--- src/rtl/wit_arbiter_if.sv ---
// Request, response and table-port bundle for wit_arbiter.
// slave: arbiter view; master: requester/table view.
interface wit_arbiter_if #(
    parameter int ADDR_W = 14
);
    logic              set_valid;
    logic              set_ready;
    logic [ADDR_W-1:0] set_qpn;
    logic              clr_valid;
    logic              clr_ready;
    logic [ADDR_W-1:0] clr_qpn;
    logic              lkp_valid;
    logic              lkp_ready;
    logic [ADDR_W-1:0] lkp_qpn;
    logic              rsp_valid;
    logic              rsp_data;
    logic              wit_wr_en;
    logic [ADDR_W-1:0] wit_wr_addr;
    logic              wit_wr_data;
    logic [ADDR_W-1:0] wit_rd_addr;
    logic              wit_rd_data;

    modport slave (
        input  set_valid, set_qpn, clr_valid, clr_qpn, lkp_valid, lkp_qpn, wit_rd_data,
        output set_ready, clr_ready, lkp_ready, rsp_valid, rsp_data,
               wit_wr_en, wit_wr_addr, wit_wr_data, wit_rd_addr
    );

    modport master (
        output set_valid, set_qpn, clr_valid, clr_qpn, lkp_valid, lkp_qpn, wit_rd_data,
        input  set_ready, clr_ready, lkp_ready, rsp_valid, rsp_data,
               wit_wr_en, wit_wr_addr, wit_wr_data, wit_rd_addr
    );
endinterface

--- src/rtl/wit_arbiter.sv ---
// WIT indicator-table arbiter: clears the table after reset, then arbitrates
// set/clear writes round-robin and serves single-cycle-latency lookups.
// Optional macro WIT_COLLISION_FWD_EN forwards a same-cycle write to a
// lookup of the same QPN.
module wit_arbiter #(
    parameter int QP_NUM = 8192,
    parameter int ADDR_W = 14
) (
    input  logic          clk,
    input  logic          rst,
    wit_arbiter_if.slave  bus,
    output logic          init_done
);

    localparam logic [0:0]        ST_INIT   = 1'b0;
    localparam logic [0:0]        ST_RUN    = 1'b1;
    localparam logic [ADDR_W-1:0] LAST_ADDR = ADDR_W'(QP_NUM - 1);

    logic [0:0]        state_q, state_d;
    logic [ADDR_W-1:0] init_addr_q, init_addr_d;
    logic              rr_q, rr_d;          // 1: clear port has priority next
    logic              rsp_valid_q, rsp_valid_d;
`ifdef WIT_COLLISION_FWD_EN
    logic              fwd_hit_q, fwd_hit_d;
    logic              fwd_val_q, fwd_val_d;
`endif

    logic              run;
    logic              set_acc;
    logic              clr_acc;
    logic              lkp_acc;
    logic              wr_any;
    logic [ADDR_W-1:0] wr_addr_run;

    // Handshake readies and round-robin grant between the two write ports
    always_comb begin
        run           = (state_q == ST_RUN);
        bus.set_ready = run && (!bus.clr_valid || !rr_q);
        bus.clr_ready = run && (!bus.set_valid || rr_q);
        bus.lkp_ready = run;
        set_acc       = bus.set_valid && bus.set_ready;
        clr_acc       = bus.clr_valid && bus.clr_ready;
        lkp_acc       = bus.lkp_valid && bus.lkp_ready;
        wr_any        = set_acc || clr_acc;
        wr_addr_run   = set_acc ? bus.set_qpn : bus.clr_qpn;
    end

    // Table write/read ports: clear sweep in INIT, granted request in RUN
    always_comb begin
        bus.wit_wr_en   = 1'b0;
        bus.wit_wr_addr = '0;
        bus.wit_wr_data = 1'b0;
        if (rst) begin
            bus.wit_wr_en = 1'b0;
        end else if (!run) begin
            bus.wit_wr_en   = 1'b1;
            bus.wit_wr_addr = init_addr_q;
            bus.wit_wr_data = 1'b0;
        end else begin
            bus.wit_wr_en   = wr_any;
            bus.wit_wr_addr = wr_addr_run;
            bus.wit_wr_data = set_acc;
        end
        bus.wit_rd_addr = bus.lkp_qpn;
    end

    // Next-state: init sweep counter, FSM, pointer and response strobe
    always_comb begin
        state_d     = state_q;
        init_addr_d = init_addr_q;
        rr_d        = rr_q;
        rsp_valid_d = lkp_acc;
        case (state_q)
            ST_INIT: begin
                if (init_addr_q == LAST_ADDR) begin
                    state_d     = ST_RUN;
                    init_addr_d = '0;
                end else begin
                    init_addr_d = init_addr_q + 1'b1;
                end
            end
            default: begin
                if (set_acc) begin
                    rr_d = 1'b1;
                end else if (clr_acc) begin
                    rr_d = 1'b0;
                end
            end
        endcase
    end

`ifdef WIT_COLLISION_FWD_EN
    // Remember a same-cycle write to the looked-up QPN so it overrides stale table data
    always_comb begin
        fwd_hit_d = lkp_acc && wr_any && (wr_addr_run == bus.lkp_qpn);
        fwd_val_d = set_acc;
    end

    // Forwarding registers
    always_ff @(posedge clk or posedge rst) begin
        if (rst) begin
            fwd_hit_q <= 1'b0;
            fwd_val_q <= 1'b0;
        end else begin
            fwd_hit_q <= fwd_hit_d;
            fwd_val_q <= fwd_val_d;
        end
    end
`endif

    // State registers
    always_ff @(posedge clk or posedge rst) begin
        if (rst) begin
            state_q     <= ST_INIT;
            init_addr_q <= '0;
            rr_q        <= 1'b0;
            rsp_valid_q <= 1'b0;
        end else begin
            state_q     <= state_d;
            init_addr_q <= init_addr_d;
            rr_q        <= rr_d;
            rsp_valid_q <= rsp_valid_d;
        end
    end

    // Response outputs; data is held at 0 outside the response strobe
    always_comb begin
        init_done     = run;
        bus.rsp_valid = rsp_valid_q;
`ifdef WIT_COLLISION_FWD_EN
        bus.rsp_data  = rsp_valid_q && (fwd_hit_q ? fwd_val_q : bus.wit_rd_data);
`else
        bus.rsp_data  = rsp_valid_q && bus.wit_rd_data;
`endif
    end

endmodule

--- src/flat_wrapper.sv ---
// flat-port wrapper written by rule: the top's interface ports become plain ports
module wit_arbiter_flat 
#(
    parameter int QP_NUM = 8192,
    parameter int ADDR_W = 14
)
  (clk, rst, init_done, bus_set_valid, bus_set_qpn, bus_clr_valid, bus_clr_qpn, bus_lkp_valid, bus_lkp_qpn, bus_wit_rd_data, bus_set_ready, bus_clr_ready, bus_lkp_ready, bus_rsp_valid, bus_rsp_data, bus_wit_wr_en, bus_wit_wr_addr, bus_wit_wr_data, bus_wit_rd_addr);
  wit_arbiter_if #(.ADDR_W(ADDR_W)) bus_i ();
  input  logic clk;
  input  logic rst;
  output logic init_done;
  input wire logic [$bits(bus_i.set_valid)-1:0] bus_set_valid;
  input wire logic [$bits(bus_i.set_qpn)-1:0] bus_set_qpn;
  input wire logic [$bits(bus_i.clr_valid)-1:0] bus_clr_valid;
  input wire logic [$bits(bus_i.clr_qpn)-1:0] bus_clr_qpn;
  input wire logic [$bits(bus_i.lkp_valid)-1:0] bus_lkp_valid;
  input wire logic [$bits(bus_i.lkp_qpn)-1:0] bus_lkp_qpn;
  input wire logic [$bits(bus_i.wit_rd_data)-1:0] bus_wit_rd_data;
  output wire logic [$bits(bus_i.set_ready)-1:0] bus_set_ready;
  output wire logic [$bits(bus_i.clr_ready)-1:0] bus_clr_ready;
  output wire logic [$bits(bus_i.lkp_ready)-1:0] bus_lkp_ready;
  output wire logic [$bits(bus_i.rsp_valid)-1:0] bus_rsp_valid;
  output wire logic [$bits(bus_i.rsp_data)-1:0] bus_rsp_data;
  output wire logic [$bits(bus_i.wit_wr_en)-1:0] bus_wit_wr_en;
  output wire logic [$bits(bus_i.wit_wr_addr)-1:0] bus_wit_wr_addr;
  output wire logic [$bits(bus_i.wit_wr_data)-1:0] bus_wit_wr_data;
  output wire logic [$bits(bus_i.wit_rd_addr)-1:0] bus_wit_rd_addr;
  assign bus_i.set_valid = bus_set_valid;
  assign bus_i.set_qpn = bus_set_qpn;
  assign bus_i.clr_valid = bus_clr_valid;
  assign bus_i.clr_qpn = bus_clr_qpn;
  assign bus_i.lkp_valid = bus_lkp_valid;
  assign bus_i.lkp_qpn = bus_lkp_qpn;
  assign bus_i.wit_rd_data = bus_wit_rd_data;
  assign bus_set_ready = bus_i.set_ready;
  assign bus_clr_ready = bus_i.clr_ready;
  assign bus_lkp_ready = bus_i.lkp_ready;
  assign bus_rsp_valid = bus_i.rsp_valid;
  assign bus_rsp_data = bus_i.rsp_data;
  assign bus_wit_wr_en = bus_i.wit_wr_en;
  assign bus_wit_wr_addr = bus_i.wit_wr_addr;
  assign bus_wit_wr_data = bus_i.wit_wr_data;
  assign bus_wit_rd_addr = bus_i.wit_rd_addr;
  wit_arbiter #(.QP_NUM(QP_NUM), .ADDR_W(ADDR_W)) u_core (.clk(clk), .rst(rst), .bus(bus_i), .init_done(init_done));
endmodule
--- config.mk ---
export PLATFORM = sky130hd
export DESIGN_NAME = wit_arbiter_flat
export DESIGN_NICKNAME = d
export VERILOG_FILES = /design/src/rtl/wit_arbiter_if.sv /design/src/rtl/wit_arbiter.sv /design/src/flat_wrapper.sv
export SDC_FILE = /design/constraint.sdc
export NUM_CORES = 1
export LEC_CHECK = 0
export CAP_MARGIN = 20
export CORE_UTILIZATION = 37
export DETAILED_ROUTE_END_ITERATION = 16
export PLACE_DENSITY = 0.9
export REMOVE_ABC_BUFFERS = 1
export SYNTH_ARGS = -nofsm -noshare
export SYNTH_HDL_FRONTEND = slang
export SYNTH_SLANG_ARGS = --single-unit
--- constraint.sdc ---
create_clock -name clk -period 1.7 [get_ports clk]
set_input_delay 0.255 -clock clk [delete_from_list [all_inputs] [get_ports clk]]
set_output_delay 0.255 -clock clk [all_outputs]
set_load 0.01 [all_outputs]
==> flow_summary.ini <==
[sta]
hold_viol = 0
period_needed_ns = 1.956
worst_pin_slew_ns = 0.3418
setup_tns_ns = -3.240
timing.final.ws_setup_ns = -0.2565
fmax_ghz = 0.5111
relSlewSlack = 0.7700
rsz0062_at_grt = true
setup_viol = 14
finalCritPeriodShare = 1.151
maxSlewViolCount = 0
fin_worst_skew_ns = 0.004962

[route]
wl_met2_mm = 1.711
viasPerCell = 5.213
drc = 0
wl_met3_um = 402
drtIter0Drc = 57
top_layer_used = met4
vias = 1392
wl_mm = 3.692
drt-pass1-iter-count = 4
postRouteAntennaNets = 0
wl_met1_mm = 1.535
wire_per_inst_um = 13.83

[synth]
yosys-top-cells-count = 34 x nand2_1, 20 x nor2_1, 17 x dfrtp_1
synth_area_leaders = dfrtp_1 32%, a311oi_2 11%, nand2_1 9.6%
ys_types = 36
netlist_area_um2 = 1336
synth-seq-cells = 17
yosysTopAreaCell = dfrtp_1
synth.most_common_cell = nand2_1
synth_cells = 161
postSynth.asyncResetShare = 1.000
yosysTopAreaCellShare = 0.3184
synth_edf_count = 0
yosysSeqAreaShare = 0.3184
yosys_most_used_dff = dfrtp_1
ys_warn_count = 0
synth_area_per_cell_um2 = 8.300

[clock_tree]
clkTransAtPathRegs_ns = 0.09
cts.sinks = 17
htree_levels = 1
hold_buffers = 0
cts_tree = done
ctsRootBufferMaster = clkbuf_4
cts_buffer_depth = 2
numCtsBuffers = 3
clk_latency_ns = 0.29

[worst_setup_path]
required_ns = 1.44
endpoint_kind = output port
critical_path.top_delay_family = compound AO/OA/AOI/OAI gates
worst_ep_arrival_time_ns = 1.70
crit_fanout = 7
worstSetupPathType = register to output port
worst-path-stages = 6
endpoint = bus_wit_wr_addr[6]
critPathLaunchType = register
reg2reg_to = u_core.init_addr_q[13]
cp_cell_sequence = a21boi_2 > buf_4 > and2_4 > nand2_1 > a311oi_2 > buf_2
critPathSlowestCell = dfrtp_1
worst-path-buf-inv = 2
r2r_slack_ns = 0.08
reg2regPathDepth = 6
crit_start = u_core.rr_q
crit-reg2reg-launch = u_core.bus.lkp_ready
cpPeakStageDelay_ns = 0.41

[finish]
antennaDiodeCount = 0
finalNonFillerCells = 267
area_growth_pct = 49.44
drive_above_1_share = 0.2986
n_fill_cell = 304
fin_nets = 271
fin_area_um2 = 1997

[place]
hpwl_mm = 2.687
gp_congestion = 0.9044
place_area_um2 = 1968
placed_cells_incl_taps = 258
portBuffers = 55
post-place-ws_ns = -0.6570

[floorplan]
die_h_um = 62.10
coreArea_um2 = 3390
start_util = 0.3942
pin_count = 84
fp-row-count = 21
dieArea_um2 = 3856
die_w_um = 62.10

[power]
leakagePower_nw = 0.8988
ir_drop_mv = 0.1684
p_total_w = 0.0007425
p_per_area_nw_per_um2 = 371.8

[worst_hold_path]
hp-class = primary input to asynchronous set/reset pin

[global_route]
track_usage = 0.2020
grt_pass1_vias = 1365
grt_antenna_before_repair = 0
grt_max_degree = 29
grt_overflow = 0
grt_pass1_wl_mm = 5.671

[status]
status = complete, but fails checks
violations = negative setup slack

[run]
max_cap_viol_count = 0
[cell type report]
type / count / area (um^2) / share of cell area
repair buffers: 78 / 699.4 / 0.3502
flip-flops and latches: 17 / 425.4 / 0.2130
well taps: 46 / 57.56 / 0.02882
inverters: 3 / 11.26 / 0.005639
multi-input cells: 119 / 777.0 / 0.3891
clock buffers: 4 / 26.28 / 0.01316
[kinds of logic (layout without fill, tap and decap cells)]
logic type | Yosys count | in the layout | share of synthesized area
xor+xnor | 8 | 8 | 0.05244
mux | 1 | 1 | 0.008426
buf+inv | 26 | 85 | 0.1255
fa+ha+maj | 1 | 1 | 0.009362
compound gates | 31 | 31 | 0.2210
flops | 17 | 17 | 0.3184
simple gates | 77 | 78 | 0.2650
[power breakdown]
| group | total [W] | leakage (nW) | switching, W | internal [W] |
|---|---|---|---|---|
| Clock | 0.000211 | 0.0150 | 0.000120 | 0.0000913 |
| Sequential | 0.000404 | 0.223 | 0 | 0.000404 |
| Combinational | 0.000127 | 0.661 | 0.0000443 | 0.0000829 |
| Total | 0.000742 | 0.899 | 0.000164 | 0.000578 |
[per-layer routing]
layer	GRT usage	vias up
met5	0.04286	-
met4	0.06349	0
met3	0.08489	7
met2	0.3647	78
met1	0.2075	629
li1	-	678
[per-stage QoR]
step	hold slack [ns]	util
after floorplan	0.1811	-
after global placement	0.4871	0.5807
after detailed placement	0.4924	0.5807
after CTS	0.4187	0.5762
after global routing	0.4555	0.5891
final	0.4227	0.5891
[worst min-delay path: cells and delay by family]
kind | cells | cell delay (ns)
buffers and inverters | 3 | 0.85
[what timing repair did]
action | CTS | global route
pin swaps | 2 | 6
gates resized for setup | 72 | 8
endpoints found under the setup margin | 20 | 18
gates cloned | 1 | 1
buffers inserted | 3 | 0
[registers in the layout, summed over array words and instances, names as in the netlist]
name	cells
u_core.bus.rsp_valid	1
u_core.init_addr_q	14
u_core.rr_q	1
u_core.bus.lkp_ready	1
[cells in the final DEF, fill, tap and decap left out, drive strengths merged, types with 2 or more instances in the layout]
cell	instances
clkdlybuf4s50	34
buf	37
xnor2	6
nor3	2
or2	2
a21boi	2
nand3	4
a31oi	3
a21oi	6
xor2	2
clkbuf	6
nand4	2
dfrtp	17
a311oi	14
and3	2
inv	3
o21ai	2
nor2	20
nand2	34
dlygate4sd2	5
and4	2
and2	5
[worst min path at each step]
stage | slack [ns] | end | from
2_1_floorplan | 0.18 | u_core.bus.lkp_ready | rst
5_1_grt | 0.46 | u_core.rr_q | rst
3_5_place_dp | 0.49 | u_core.init_addr_q[10] | u_core.init_addr_q[10]
3_3_place_gp | 0.49 | u_core.init_addr_q[10] | u_core.init_addr_q[10]
6_report | 0.42 | u_core.rr_q | rst
4_1_cts | 0.42 | u_core.rr_q | rst
(Power assumes the default switching activity.)
==> patch 1, RTL diff (same settings) <==
Take the reset off `init_addr_q` and load it in a clocked block of its own.
--- a/src/rtl/wit_arbiter.sv
+++ b/src/rtl/wit_arbiter.sv
@@ -112,15 +112,17 @@
     always_ff @(posedge clk or posedge rst) begin
         if (rst) begin
             state_q     <= ST_INIT;
-            init_addr_q <= '0;
             rr_q        <= 1'b0;
             rsp_valid_q <= 1'b0;
         end else begin
             state_q     <= state_d;
-            init_addr_q <= init_addr_d;
             rr_q        <= rr_d;
             rsp_valid_q <= rsp_valid_d;
         end
+    end
+
+    always_ff @(posedge clk) begin
+        init_addr_q <= init_addr_d;
     end
 
     // Response outputs; data is held at 0 outside the response strobe
Behaviour: not the same (a bounded check fails within 4 cycles, from zero or initial values and one cycle with rst high).
==> patch 1 against the unedited design <==
- the run still ends with negative setup slack left
- final area grew 10%
- power up 20%
- die area rose by 5.1%
- count of clock-buffer cells in the layout did not move
- area after synthesis rose by 5.2%
- synthesized cell count up 2.5%
- sequential cell count stayed put
- setup slack better by 0.18 ns
- via count rose by 8.7%
- routed wire length rose by 23%
- critical endpoint is now bus_wit_wr_addr[5]
- largest cell class unchanged
==> patch 1: results <==
export IMPL_vdd_drop_max_mv=0.2818
export IMPL_wl_per_cell_um=16.64
export IMPL_synth_compound_area_share_pct=17.79
export IMPL_synth_edf_count=14
export IMPL_synthArstFlopShare_pct=17.65
export IMPL_grt_pass1_vias=1499
export IMPL_cp_arrival_ns=1.52
export IMPL_tns_ns=-0.6013
export IMPL_violations="negative setup slack"
export IMPL_place_hpwl_um=3009
export IMPL_multi_input_cells=116
export IMPL_die_x_um=63.65
export IMPL_via_per_inst=5.542
export IMPL_intPower_w=0.0007016
export IMPL_grt_pass1_wl_um=7044
export IMPL_cts_root_buf="clkbuf_8"
export IMPL_grt_max_degree=17
export IMPL_fillers=332
export IMPL_synth_common_cells="nand3_1, nor2_1, buf_4"
export IMPL_startpoint="u_core.bus.lkp_ready"
export IMPL_top_layer_used="met5"
export IMPL_drive_gt1_share_pct=30.22
export IMPL_setup_violations=14
export IMPL_worst_pin_slew_ns=0.3077
export IMPL_pg_clk_w=0.000307
export IMPL_setup_ws_ns=-0.07834
export IMPL_yosysTopAreaCellShare_pct=29.89
export IMPL_p_switching_w=0.0001864
export IMPL_multi_input_area_sq_um=827.0
export IMPL_synth_xor_area_share_pct=4.359
export IMPL_areaGrowthSynthToFinish_pct=56.67
export IMPL_status="finished with violations"
export IMPL_routed_wl_met3_um=463
export IMPL_inverters_excl_clock=5
export IMPL_power_leakage_nw=0.8713
export IMPL_grt_use_met1_pct=22.62
export IMPL_synth_mux_area_share_pct=1.512
export IMPL_synth_adder_area_share_pct=0.8897
export IMPL_synth_area_leaders="edfxtp_1, buf_4, a311oi_1, nand3_1, dfrtp_1"
export IMPL_crit_end="bus_wit_wr_addr[5]"
export IMPL_clk_share_pct=2.044
export IMPL_layout_nonclk_buf_share_pct=34.30
export IMPL_wl_met2_um=2354
export IMPL_register_area_sq_um=496.7
export IMPL_r2r_cells=4
export IMPL_clk_latency_ns=0.26
export IMPL_dp_slack_ns=-0.8993
export IMPL_grt_usage_pct=22.66
export IMPL_worstPathMaxFanout=13
export IMPL_synth_top_area_cell="edfxtp_1"
export IMPL_syn_area_per_cell_sq_um=8.523
export IMPL_regToRegSetupSlack_ns=0.06
patch 1: cell types whose count changed in the layout (fill, tap and decap cells not counted), moves of 12 or more:
cell,change
o21ai_0,+12
edfxtp_1,+14
dfrtp_1,-15
nand2_1,-19
nand3_1,+12
patch 1: worst min path at each step:
stage / slack (ns) / cells after the start / to
2_1_floorplan: 0.02 / 1 / u_core.bus.lkp_ready
3_3_place_gp: 0.51 / 0 / bus_wit_rd_addr[5]
3_5_place_dp: 0.51 / 0 / bus_wit_rd_addr[5]
4_1_cts: 0.49 / 4 / u_core.rr_q
5_1_grt: 0.51 / 0 / bus_wit_rd_addr[5]
6_report: 0.50 / 4 / u_core.rr_q
patch 1: critical path: stages (launching register included):
cell and delay, ns:
dfrtp_2 0.43, and2_4 0.18, buf_12 0.13, nand3_2 0.09, a311oi_2 0.26, buf_2 0.18
patch 1: timing repair:
action,CTS,global route
setup endpoints to repair,20,20
gates resized for setup,83,13
gates cloned,2,0
pin swaps,12,6
buffers inserted,3,3
==> patch 2, RTL diff (same flow settings) <==
Without the edit above. `ADDR_W` is set to 14 in 3 places; all go to 15.
--- a/src/rtl/wit_arbiter_if.sv
+++ b/src/rtl/wit_arbiter_if.sv
@@ -1,7 +1,7 @@
 // Request, response and table-port bundle for wit_arbiter.
 // slave: arbiter view; master: requester/table view.
 interface wit_arbiter_if #(
-    parameter int ADDR_W = 14
+    parameter int ADDR_W = 15
 );
     logic              set_valid;
     logic              set_ready;
--- a/src/rtl/wit_arbiter.sv
+++ b/src/rtl/wit_arbiter.sv
@@ -4,7 +4,7 @@
 // lookup of the same QPN.
 module wit_arbiter #(
     parameter int QP_NUM = 8192,
-    parameter int ADDR_W = 14
+    parameter int ADDR_W = 15
 ) (
     input  logic          clk,
     input  logic          rst,
--- a/src/flat_wrapper.sv
+++ b/src/flat_wrapper.sv
@@ -2,7 +2,7 @@
 module wit_arbiter_flat 
 #(
     parameter int QP_NUM = 8192,
-    parameter int ADDR_W = 14
+    parameter int ADDR_W = 15
 )
   (clk, rst, init_done, bus_set_valid, bus_set_qpn, bus_clr_valid, bus_clr_qpn, bus_lkp_valid, bus_lkp_qpn, bus_wit_rd_data, bus_set_ready, bus_clr_ready, bus_lkp_ready, bus_rsp_valid, bus_rsp_data, bus_wit_wr_en, bus_wit_wr_addr, bus_wit_wr_data, bus_wit_rd_addr);
   wit_arbiter_if #(.ADDR_W(ADDR_W)) bus_i ();
Interface: changed (5 resized); port bits go from 84 to 89. The function was not compared with the original's and may differ.
==> patch 2 against the unedited design <==
- the run still ends with negative setup slack left
- area after synthesis is 4.6% higher
- sequential cell count is 1 higher
- setup slack better by 0.17 ns
- sequential share of layout area is 2.0 points lower
- power is 32% higher
- routed wire length is 38% higher
- combinational power is 52% higher
- die area is 4.4% higher
- final area is 17% higher
==> patch 2: results <==
export IMPL_cp_arrival_ns=1.53
export IMPL_place_hpwl_um=3133
export IMPL_grt_usage_pct=24.45
export IMPL_worst_pin_slew_ns=0.3931
export IMPL_ys_types=28
export IMPL_via_per_inst=5.668
export IMPL_clk_latency_ns=0.26
export IMPL_fillers=263
export IMPL_r2r_end="u_core.init_addr_q[10]"
export IMPL_worstPathMaxFanout=8
export IMPL_antenna_found_initial=0
export IMPL_vdd_drop_max_mv=0.2857
export IMPL_grt_pass1_wl_um=7576
export IMPL_drtIter0Drc=62
export IMPL_seq_area_frac_synth_pct=32.23
export IMPL_synth_common_cells="nor2_1, nand2_1, dfrtp_1"
export IMPL_violations="negative setup slack"
export IMPL_hp_class="in2out"
export IMPL_largest_reg_flops=15
export IMPL_setup_ws_ns=-0.08961
export IMPL_drive_gt1_share_pct=39.39
export IMPL_port_buffers=58
export IMPL_numCtsBuffers=3
export IMPL_dp_slack_ns=-0.6063
export IMPL_crit_end="bus_wit_wr_addr[4]"
export IMPL_cts_root_buf="clkbuf_8"
export IMPL_power_leakage_nw=1.094
export IMPL_synth_area_leaders="dfrtp_1, a311oi_1, buf_4, nor2_1, nand3_1"
export IMPL_grt_pass1_vias=1623
export IMPL_path_clk_slew_ns=0.07
export IMPL_place_congestion=0.7937
export IMPL_final_setup_skew_ns=0.002319
export IMPL_wl_per_cell_um=18.45
export IMPL_nets=284
export IMPL_setup_violations=15
export IMPL_status="finished with violations"
[patch 2: final cells by class]
class                      instances  area, sq um  share of cell area (%)
clock buffer                       4        55.05                   2.359
inverter                           4        15.01                  0.6434
multi-input combinational        120        972.2                   41.66
sequential                        18        450.4                   19.30
tap                               46        57.56                   2.466
timing repair buffer              85        783.3                   33.57
[patch 2: layer usage]
metal | track usage, % | part of all wire (%) | vias to the layer above
met5 | 8.333 | 0.78 | -
met4 | 5.682 | 2.2 | 2
met3 | 9.601 | 10 | 16
met2 | 44.95 | 51 | 99
met1 | 25.06 | 36 | 744
li1 | - | - | 709
[patch 2: metrics by stage]
stage	util, %	TNS (ns)	hold WS, ns	cells	area, sq um
floorplan	-	-2.103	0.1989	141	1224
global placement	58.95	-8.865	0.5005	266	2044
detailed placement	58.95	-9.476	0.5101	266	2044
CTS	63.67	-0.5169	0.4744	276	2208
global route	67.28	-1.871	0.5101	277	2333
finish	67.28	-0.8711	0.5101	277	2333
[patch 2: logic make-up (layout without fill, tap and decap cells)]
family	after synthesis	after routing	share of synthesized area, %
compound gates	23	23	13.97
xor+xnor	13	13	8.147
flops	18	18	32.23
simple gates	82	83	31.24
fa+ha+maj	1	1	0.8951
buf+inv	32	93	13.52
[patch 2: worst max-delay path, delay by kind of cell, from the launching register on]
family / cells / cell delay [ns]
AOI/OAI and AO/OA: 1 / 0.20
DFF: 1 / 0.40
buffers and inverters: 3 / 0.44
and+or+nand+nor: 3 / 0.24
[patch 2: report_power, final]
group,switching (W),leakage (nW),internal [W]
Clock,0.000156,0.0288,0.000206
Sequential,0,0.237,0.000428
Combinational,0.0000851,0.828,0.000108
[patch 2: repair_timing]
action                     4_1_cts  5_1_grt
setup buffers                    5        0
setup endpoints to repair       21       24
pin swaps                        7       14
gates resized for setup         92       34
cloned                           2        1
